## src/rtl/fixed_pkg.sv

```systemverilog
// rtl/fixed_pkg.sv - shared fixed-point defaults and divider state type
package fixed_pkg;

    localparam int FRACTIONAL_SIZE = 12;
    localparam int OPERAND_SIZE    = 32;

    typedef enum logic [1:0] {
        IDLE,
        CALC,
        DONE
    } fixed_div_state_t;

endpackage

```

## src/rtl/fixed_divide_if.sv

```systemverilog
// rtl/fixed_divide_if.sv - operand/result handshake bundle for fixed_divide
interface fixed_divide_if
    import fixed_pkg::*;
#(
    parameter int W = OPERAND_SIZE
);
    logic                in_valid;
    logic                in_ready;
    logic signed [W-1:0] a;
    logic signed [W-1:0] b;
    logic                out_valid;
    logic                out_ready;
    logic signed [W-1:0] c;
    logic                overflow;
    logic                div_by_zero;

    modport master (
        output in_valid, a, b, out_ready,
        input  in_ready, out_valid, c, overflow, div_by_zero
    );

    modport slave (
        input  in_valid, a, b, out_ready,
        output in_ready, out_valid, c, overflow, div_by_zero
    );
endinterface

```

## src/rtl/fixed_saturate.sv

```systemverilog
// rtl/fixed_saturate.sv - clamp an unsigned magnitude plus sign to a w-bit signed value
module fixed_saturate
    import fixed_pkg::*;
#(
    parameter int w = OPERAND_SIZE,
    parameter int n = OPERAND_SIZE + FRACTIONAL_SIZE
) (
    input  logic [n-1:0]        mag,
    input  logic                neg,
    output logic signed [w-1:0] value,
    output logic                ovf
);
    // Largest positive magnitude is 2^(w-1)-1; negative side reaches one further.
    localparam logic [n-1:0] pos_lim = {{(n-w+1){1'b0}}, {(w-1){1'b1}}};
    localparam logic [n-1:0] neg_lim = pos_lim + 1'b1;

    always_comb begin
        value = mag[w-1:0];
        ovf   = 1'b0;
        if (neg) begin
            if (mag > neg_lim) begin
                value = {1'b1, {(w-1){1'b0}}};
                ovf   = 1'b1;
            end else begin
                value = ~mag[w-1:0] + 1'b1;
            end
        end else if (mag > pos_lim) begin
            value = {1'b0, {(w-1){1'b1}}};
            ovf   = 1'b1;
        end
    end
endmodule

```

## src/rtl/fixed_divide.sv

```systemverilog
// rtl/fixed_divide.sv - sequential signed Q-format divider, radix-2 restoring on magnitudes
module fixed_divide
    import fixed_pkg::*;
#(
    parameter int fractional_size = FRACTIONAL_SIZE,
    parameter int operand_size    = OPERAND_SIZE
) (
    input  logic          clk,
    input  logic          rst,
    fixed_divide_if.slave bus
);
    localparam int W  = operand_size;
    localparam int N  = operand_size + fractional_size;
    localparam int CW = $clog2(N + 1);

    fixed_div_state_t state, state_nx;

    // Dividend bits leave at the top while quotient bits enter at the bottom.
    logic [N-1:0]        dq;
    logic [W-1:0]        dvs;
    logic [W-1:0]        rem;
    logic [CW-1:0]       cnt;
    logic                neg;
    logic                zero_div;
    logic [W:0]          rem_sh;
    logic [W-1:0]        rem_nx;
    logic                q_bit;
    logic [W-1:0]        abs_a;
    logic [W-1:0]        abs_b;
    logic                accept;
    logic signed [W-1:0] sat_c;
    logic                sat_ovf;

    assign bus.in_ready = (state == IDLE) && !rst;
    assign accept       = bus.in_valid && bus.in_ready;
    assign abs_a        = bus.a[W-1] ? ~bus.a + 1'b1 : bus.a;
    assign abs_b        = bus.b[W-1] ? ~bus.b + 1'b1 : bus.b;
    assign rem_sh       = {rem, dq[N-1]};
    assign q_bit        = (rem_sh >= {1'b0, dvs});
    assign rem_nx       = q_bit ? W'(rem_sh - {1'b0, dvs}) : rem_sh[W-1:0];

    fixed_saturate #(.w(W), .n(N)) u_sat (
        .mag   (dq),
        .neg   (neg),
        .value (sat_c),
        .ovf   (sat_ovf)
    );

    always_comb begin
        state_nx = state;
        unique case (state)
            IDLE:    if (accept) state_nx = CALC;
            CALC:    if (cnt == '0) state_nx = DONE;
            DONE:    if (bus.out_ready) state_nx = IDLE;
            default: state_nx = IDLE;
        endcase
    end

    always_ff @(posedge clk) begin
        if (rst) begin
            state           <= IDLE;
            cnt             <= '0;
            bus.out_valid   <= 1'b0;
            bus.c           <= '0;
            bus.overflow    <= 1'b0;
            bus.div_by_zero <= 1'b0;
        end else begin
            state <= state_nx;
            case (state)
                IDLE: begin
                    // A zero divisor skips the iterations and finalises on the next edge.
                    if (accept) begin
                        neg      <= bus.a[W-1] ^ bus.b[W-1];
                        dq       <= {abs_a, {fractional_size{1'b0}}};
                        dvs      <= abs_b;
                        rem      <= '0;
                        zero_div <= (bus.b == '0);
                        cnt      <= (bus.b == '0) ? '0 : CW'(N);
                    end
                end
                CALC: begin
                    if (cnt != '0) begin
                        rem <= rem_nx;
                        dq  <= {dq[N-2:0], q_bit};
                        cnt <= cnt - 1'b1;
                    end else begin
                        bus.out_valid <= 1'b1;
                        if (zero_div) begin
                            bus.c           <= neg ? {1'b1, {(W-1){1'b0}}} : {1'b0, {(W-1){1'b1}}};
                            bus.overflow    <= 1'b0;
                            bus.div_by_zero <= 1'b1;
                        end else begin
                            bus.c           <= sat_c;
                            bus.overflow    <= sat_ovf;
                            bus.div_by_zero <= 1'b0;
                        end
                    end
                end
                DONE: begin
                    if (bus.out_ready) bus.out_valid <= 1'b0;
                end
                default: ;
            endcase
        end
    end
endmodule

```

## src/flat_wrapper.sv

```systemverilog
// flat-port wrapper written by rule: the top's interface ports become plain ports
module fixed_divide_flat import fixed_pkg::*;
#(
    parameter int fractional_size = FRACTIONAL_SIZE,
    parameter int operand_size    = OPERAND_SIZE
)
  (clk, rst, bus_in_valid, bus_a, bus_b, bus_out_ready, bus_in_ready, bus_out_valid, bus_c, bus_overflow, bus_div_by_zero);
  fixed_divide_if #(.W(32)) bus_i ();
  input  logic clk;
  input  logic rst;
  input wire logic [$bits(bus_i.in_valid)-1:0] bus_in_valid;
  input wire logic [$bits(bus_i.a)-1:0] bus_a;
  input wire logic [$bits(bus_i.b)-1:0] bus_b;
  input wire logic [$bits(bus_i.out_ready)-1:0] bus_out_ready;
  output wire logic [$bits(bus_i.in_ready)-1:0] bus_in_ready;
  output wire logic [$bits(bus_i.out_valid)-1:0] bus_out_valid;
  output wire logic [$bits(bus_i.c)-1:0] bus_c;
  output wire logic [$bits(bus_i.overflow)-1:0] bus_overflow;
  output wire logic [$bits(bus_i.div_by_zero)-1:0] bus_div_by_zero;
  assign bus_i.in_valid = bus_in_valid;
  assign bus_i.a = bus_a;
  assign bus_i.b = bus_b;
  assign bus_i.out_ready = bus_out_ready;
  assign bus_in_ready = bus_i.in_ready;
  assign bus_out_valid = bus_i.out_valid;
  assign bus_c = bus_i.c;
  assign bus_overflow = bus_i.overflow;
  assign bus_div_by_zero = bus_i.div_by_zero;
  fixed_divide #(.fractional_size(fractional_size), .operand_size(operand_size)) u_core (.clk(clk), .rst(rst), .bus(bus_i));
endmodule
```

## config.mk

```make
export PLATFORM = sky130hd
export DESIGN_NAME = fixed_divide_flat
export DESIGN_NICKNAME = d
export VERILOG_FILES = /design/src/rtl/fixed_pkg.sv /design/src/rtl/fixed_divide_if.sv /design/src/rtl/fixed_saturate.sv /design/src/rtl/fixed_divide.sv /design/src/flat_wrapper.sv
export SDC_FILE = /design/constraint.sdc
export NUM_CORES = 1
export LEC_CHECK = 0
export CORE_MARGIN = 3
export CORE_UTILIZATION = 52
export CTS_CLUSTER_DIAMETER = 30
export DETAILED_ROUTE_END_ITERATION = 8
export MAX_ROUTING_LAYER = met4
export PLACE_DENSITY = 0.79
export SLEW_MARGIN = 20
export SYNTH_ARGS = -nofsm -noshare
export SYNTH_HDL_FRONTEND = slang
export SYNTH_SLANG_ARGS = --single-unit
```

## constraint.sdc

```tcl
create_clock -name clk -period 5.8 [get_ports clk]
set_input_delay 0.87 -clock clk [delete_from_list [all_inputs] [get_ports clk]]
set_output_delay 0.87 -clock clk [all_outputs]
set_load 0.01 [all_outputs]
```

==> impl_metrics.yaml <==
placement:
  dp.cells: 1447
  dp_hpwl_um: 18200
  place_congestion: 0.945
  place_area_um2: 11200
  dp_slack_ns: 1.75
  numPortBuffers: 103
cts:
  clock_latency_ns: 0.44
  numCtsBuffers: 17
  clkTransAtPathRegs_ns: 0.06
  cts.sinks: 153
  cts-resized-gates: 0
  root_buffer: "clkbuf_16"
  cts_hold_buf: 0
  cts_tree: "yes"
  clockBufferDepth: 2
  ctsHtreeMaxLevel: 4
  postCtsSetupRepairBufs: 0
global_routing:
  gr-total-overflow: 0
  grt_max_degree: 82
  grt.total_usage_pct: 25.1
  antenna_found_initial: 0
  grt_pass1_vias: 8529
  grt_first_pass_wirelength_um: 42500
synth:
  synthFlopType: "edfxtp_1"
  ys_types: 71
  syn_avg_cell_area_um2: 8.86
  ys_ff_latch: 153
  syn-instance-count: 1133
  synthArstFlopShare_pct: 0
  synth_area_um2: 10000
  ys_warn_count: 0
  synth_seq_area_share_pct: 41.5
  synth_edf_count: 110
  syn_nets: 1238
die:
  die-area_um2: 21000
  die_y_um: 145
  rows: 50
  fp.dieW_um: 145
  core-area_um2: 18800
  start_util_pct: 53.3
  top_level_ports: 104
routing:
  post_drt_wl_per_cell_um: 17.5
  vias_per_cell: 6.10
  ant_nets: 0
  drc: 0
  vias: 9027
  drt-total-wl_um: 25800
  drtIter0Drc: 980
  first_pass_iters: 5
layout:
  area_growth_pct: 18.4
  fin_cells: 1479
  antenna_cells: 0
  drive_above_1_share_pct: 5.74
  mostFrequentLayoutCells: "nand2_1, edfxtp_1, clkdlybuf4s50_1"
  fin_area_um2: 11900
  nets: 1311
  final_common_cell: "nand2_1"
  final_util_pct: 63.1
timing:
  period_needed_ns: 3.84
  timing.final.crit_share_pct: 66.2
  skew_ns: 0.0102
  setup_ws_ns: 1.96
  drv_slew: 0
  fmax_ghz: 0.260
  rsz0062_at_grt: "no"
  timing_worst_slew_pin_value_ns: 1.06
  finalHoldViolations: 0
  fin_setup_tns_ns: 0
  worst_hold_slack_ns: 0.453
  slew_headroom_pct: 29.1
  setup_viol: 0
power:
  power_mw: 3.11
  power_density_nw_per_um2: 262
  vdd_drop_max_mv: 0.184
  p_sw_share_pct: 28.2
  p_sw_uw: 878
  power.leakage_nw: 4.20
  p_seq_share_pct: 42.2
  combPwrFrac_pct: 19.9
  p_int_mw: 2.23
  power_frac_clock_pct: 37.9
worst_setup_path:
  start_kind: "flop"
  critPathMaxFanout: 41
  required_ns: 6.08
  worstReg2RegEnd: "u_core.rem[31]"
  r2r_slack_ns: 1.96
  r2r_cells: 9
  reg2reg_from: "u_core.rem[21]"
  arrival_ns: 4.12
  cp-endpoint: "u_core.rem[31]"
  path_class: "flop to flop"
  endpoint_kind: "flop"
  startpoint: "u_core.rem[21]"
status:
  outcome: "finished clean"
hold_path:
  hold_path_class: "flop to flop"
flow_run:
  drv_cap: 0
[worst max-delay path, cell delays in order (launching register included)]
cell and delay (ns):
edfxtp_1 0.39, ha_1 0.40, a21o_1 0.21, a21o_1 0.19, a21oi_1 0.21, nor3_1 0.07, nor2_1 0.50, nand3_2 0.98
or2_2 0.64, o211ai_1 0.10
[worst min path at each step]
stage | to | startpoint | slack, ns | cells after the start
after floorplan | u_core.cnt[2] | u_core.cnt[2] | 0.46 | 2
after global placement | u_core.bus.c[22] | u_core.bus.c[22] | 0.44 | 2
after detailed placement | u_core.bus.c[26] | u_core.bus.c[26] | 0.45 | 2
after CTS | u_core.bus.c[26] | u_core.bus.c[26] | 0.45 | 2
after global routing | u_core.bus.c[26] | u_core.bus.c[26] | 0.48 | 2
final | u_core.bus.c[26] | u_core.bus.c[26] | 0.45 | 2
[synth_stat cells (3+ instances only)]
master | n | share of area (%)
o31ai_1 | 17 | 1.3
a31o_2 | 5 | 0.44
o311ai_0 | 3 | 0.26
nand3b_1 | 3 | 0.22
a211oi_1 | 20 | 1.5
a221oi_1 | 8 | 0.70
or2_2 | 6 | 0.37
dfxtp_1 | 43 | 8.6
nand4_1 | 22 | 1.4
a21oi_1 | 72 | 3.6
ha_1 | 36 | 4.5
o221ai_1 | 11 | 0.96
o21bai_1 | 4 | 0.30
o21a_1 | 6 | 0.45
nand4b_1 | 3 | 0.26
nor2b_1 | 7 | 0.44
or3_1 | 14 | 0.87
a21o_1 | 15 | 1.1
nand3_1 | 29 | 1.4
inv_1 | 57 | 2.1
nand2_1 | 116 | 4.3
buf_1 | 6 | 0.22
or4_1 | 10 | 0.75
nand2b_1 | 11 | 0.69
and3_1 | 5 | 0.31
a31oi_1 | 13 | 0.81
nor3b_1 | 5 | 0.37
edfxtp_1 | 110 | 33
nor4_1 | 15 | 0.93
o21ai_0 | 81 | 4.0
o211ai_1 | 7 | 0.52
o41ai_1 | 12 | 1.0
nor3_1 | 50 | 2.5
clkbuf_1 | 46 | 1.7
nor2_1 | 101 | 3.8
o2111ai_1 | 3 | 0.26
mux2i_1 | 16 | 1.6
and2_1 | 12 | 0.75
buf_2 | 5 | 0.25
xnor2_1 | 52 | 4.5
xor2_1 | 39 | 3.4
[logic make-up after synthesis]
logic type	Yosys count	share of synthesized area (%)
simple gates	423	20.7
buf+inv	117	4.55
compound gates	296	19.0
fa+ha+maj	37	4.69
mux	16	1.60
xor+xnor	91	7.94
flops	153	41.5
[state kept, by name, summed over array words and instances, names as in the netlist]
name                    flops
u_core.dq                  44
u_core.bus.c               32
u_core.dvs                 32
u_core.rem                 32
u_core.cnt                  6
u_core.state                2
u_core.bus.div_by_zero      1
u_core.bus.out_valid        1
u_core.bus.overflow         1
u_core.neg                  1
u_core.zero_div             1
[cell type report]
| class | count | area, um^2 |
|---|---|---|
| clock buffers | 21 | 503 |
| clock inverters | 11 | 129 |
| fillers | 1580 | 6950 |
| inverters | 58 | 218 |
| multi-input cells | 863 | 5440 |
| flip-flops and latches | 153 | 4160 |
| well taps | 260 | 325 |
| repair buffers | 113 | 1110 |
[routing by layer]
layer  share of wire, %  wire length [um]  up-vias  GRT usage (%)
met5                  0                 0        -              -
met1                 44             11400     4249           33.3
met2                 46             11900      392           39.2
li1                   -                 -     4335              -
met3                7.7              1990       51           4.68
met4                2.2               567        0           8.41
[power groups by stage]
| stage | combinational (mW) | sequential [mW] | clock (mW) |
|---|---|---|---|
| final | 0.618 | 1.31 | 1.18 |
| after global routing | 0.686 | 1.32 | 1.23 |
| after CTS | 0.613 | 1.31 | 1.18 |
| after detailed placement | 0.609 | 1.33 | 0 |
| after global placement | 0.594 | 1.33 | 0 |
| after floorplan | 0.404 | 1.33 | 0 |
No activity file was read; power rests on OpenSTA's default activity.
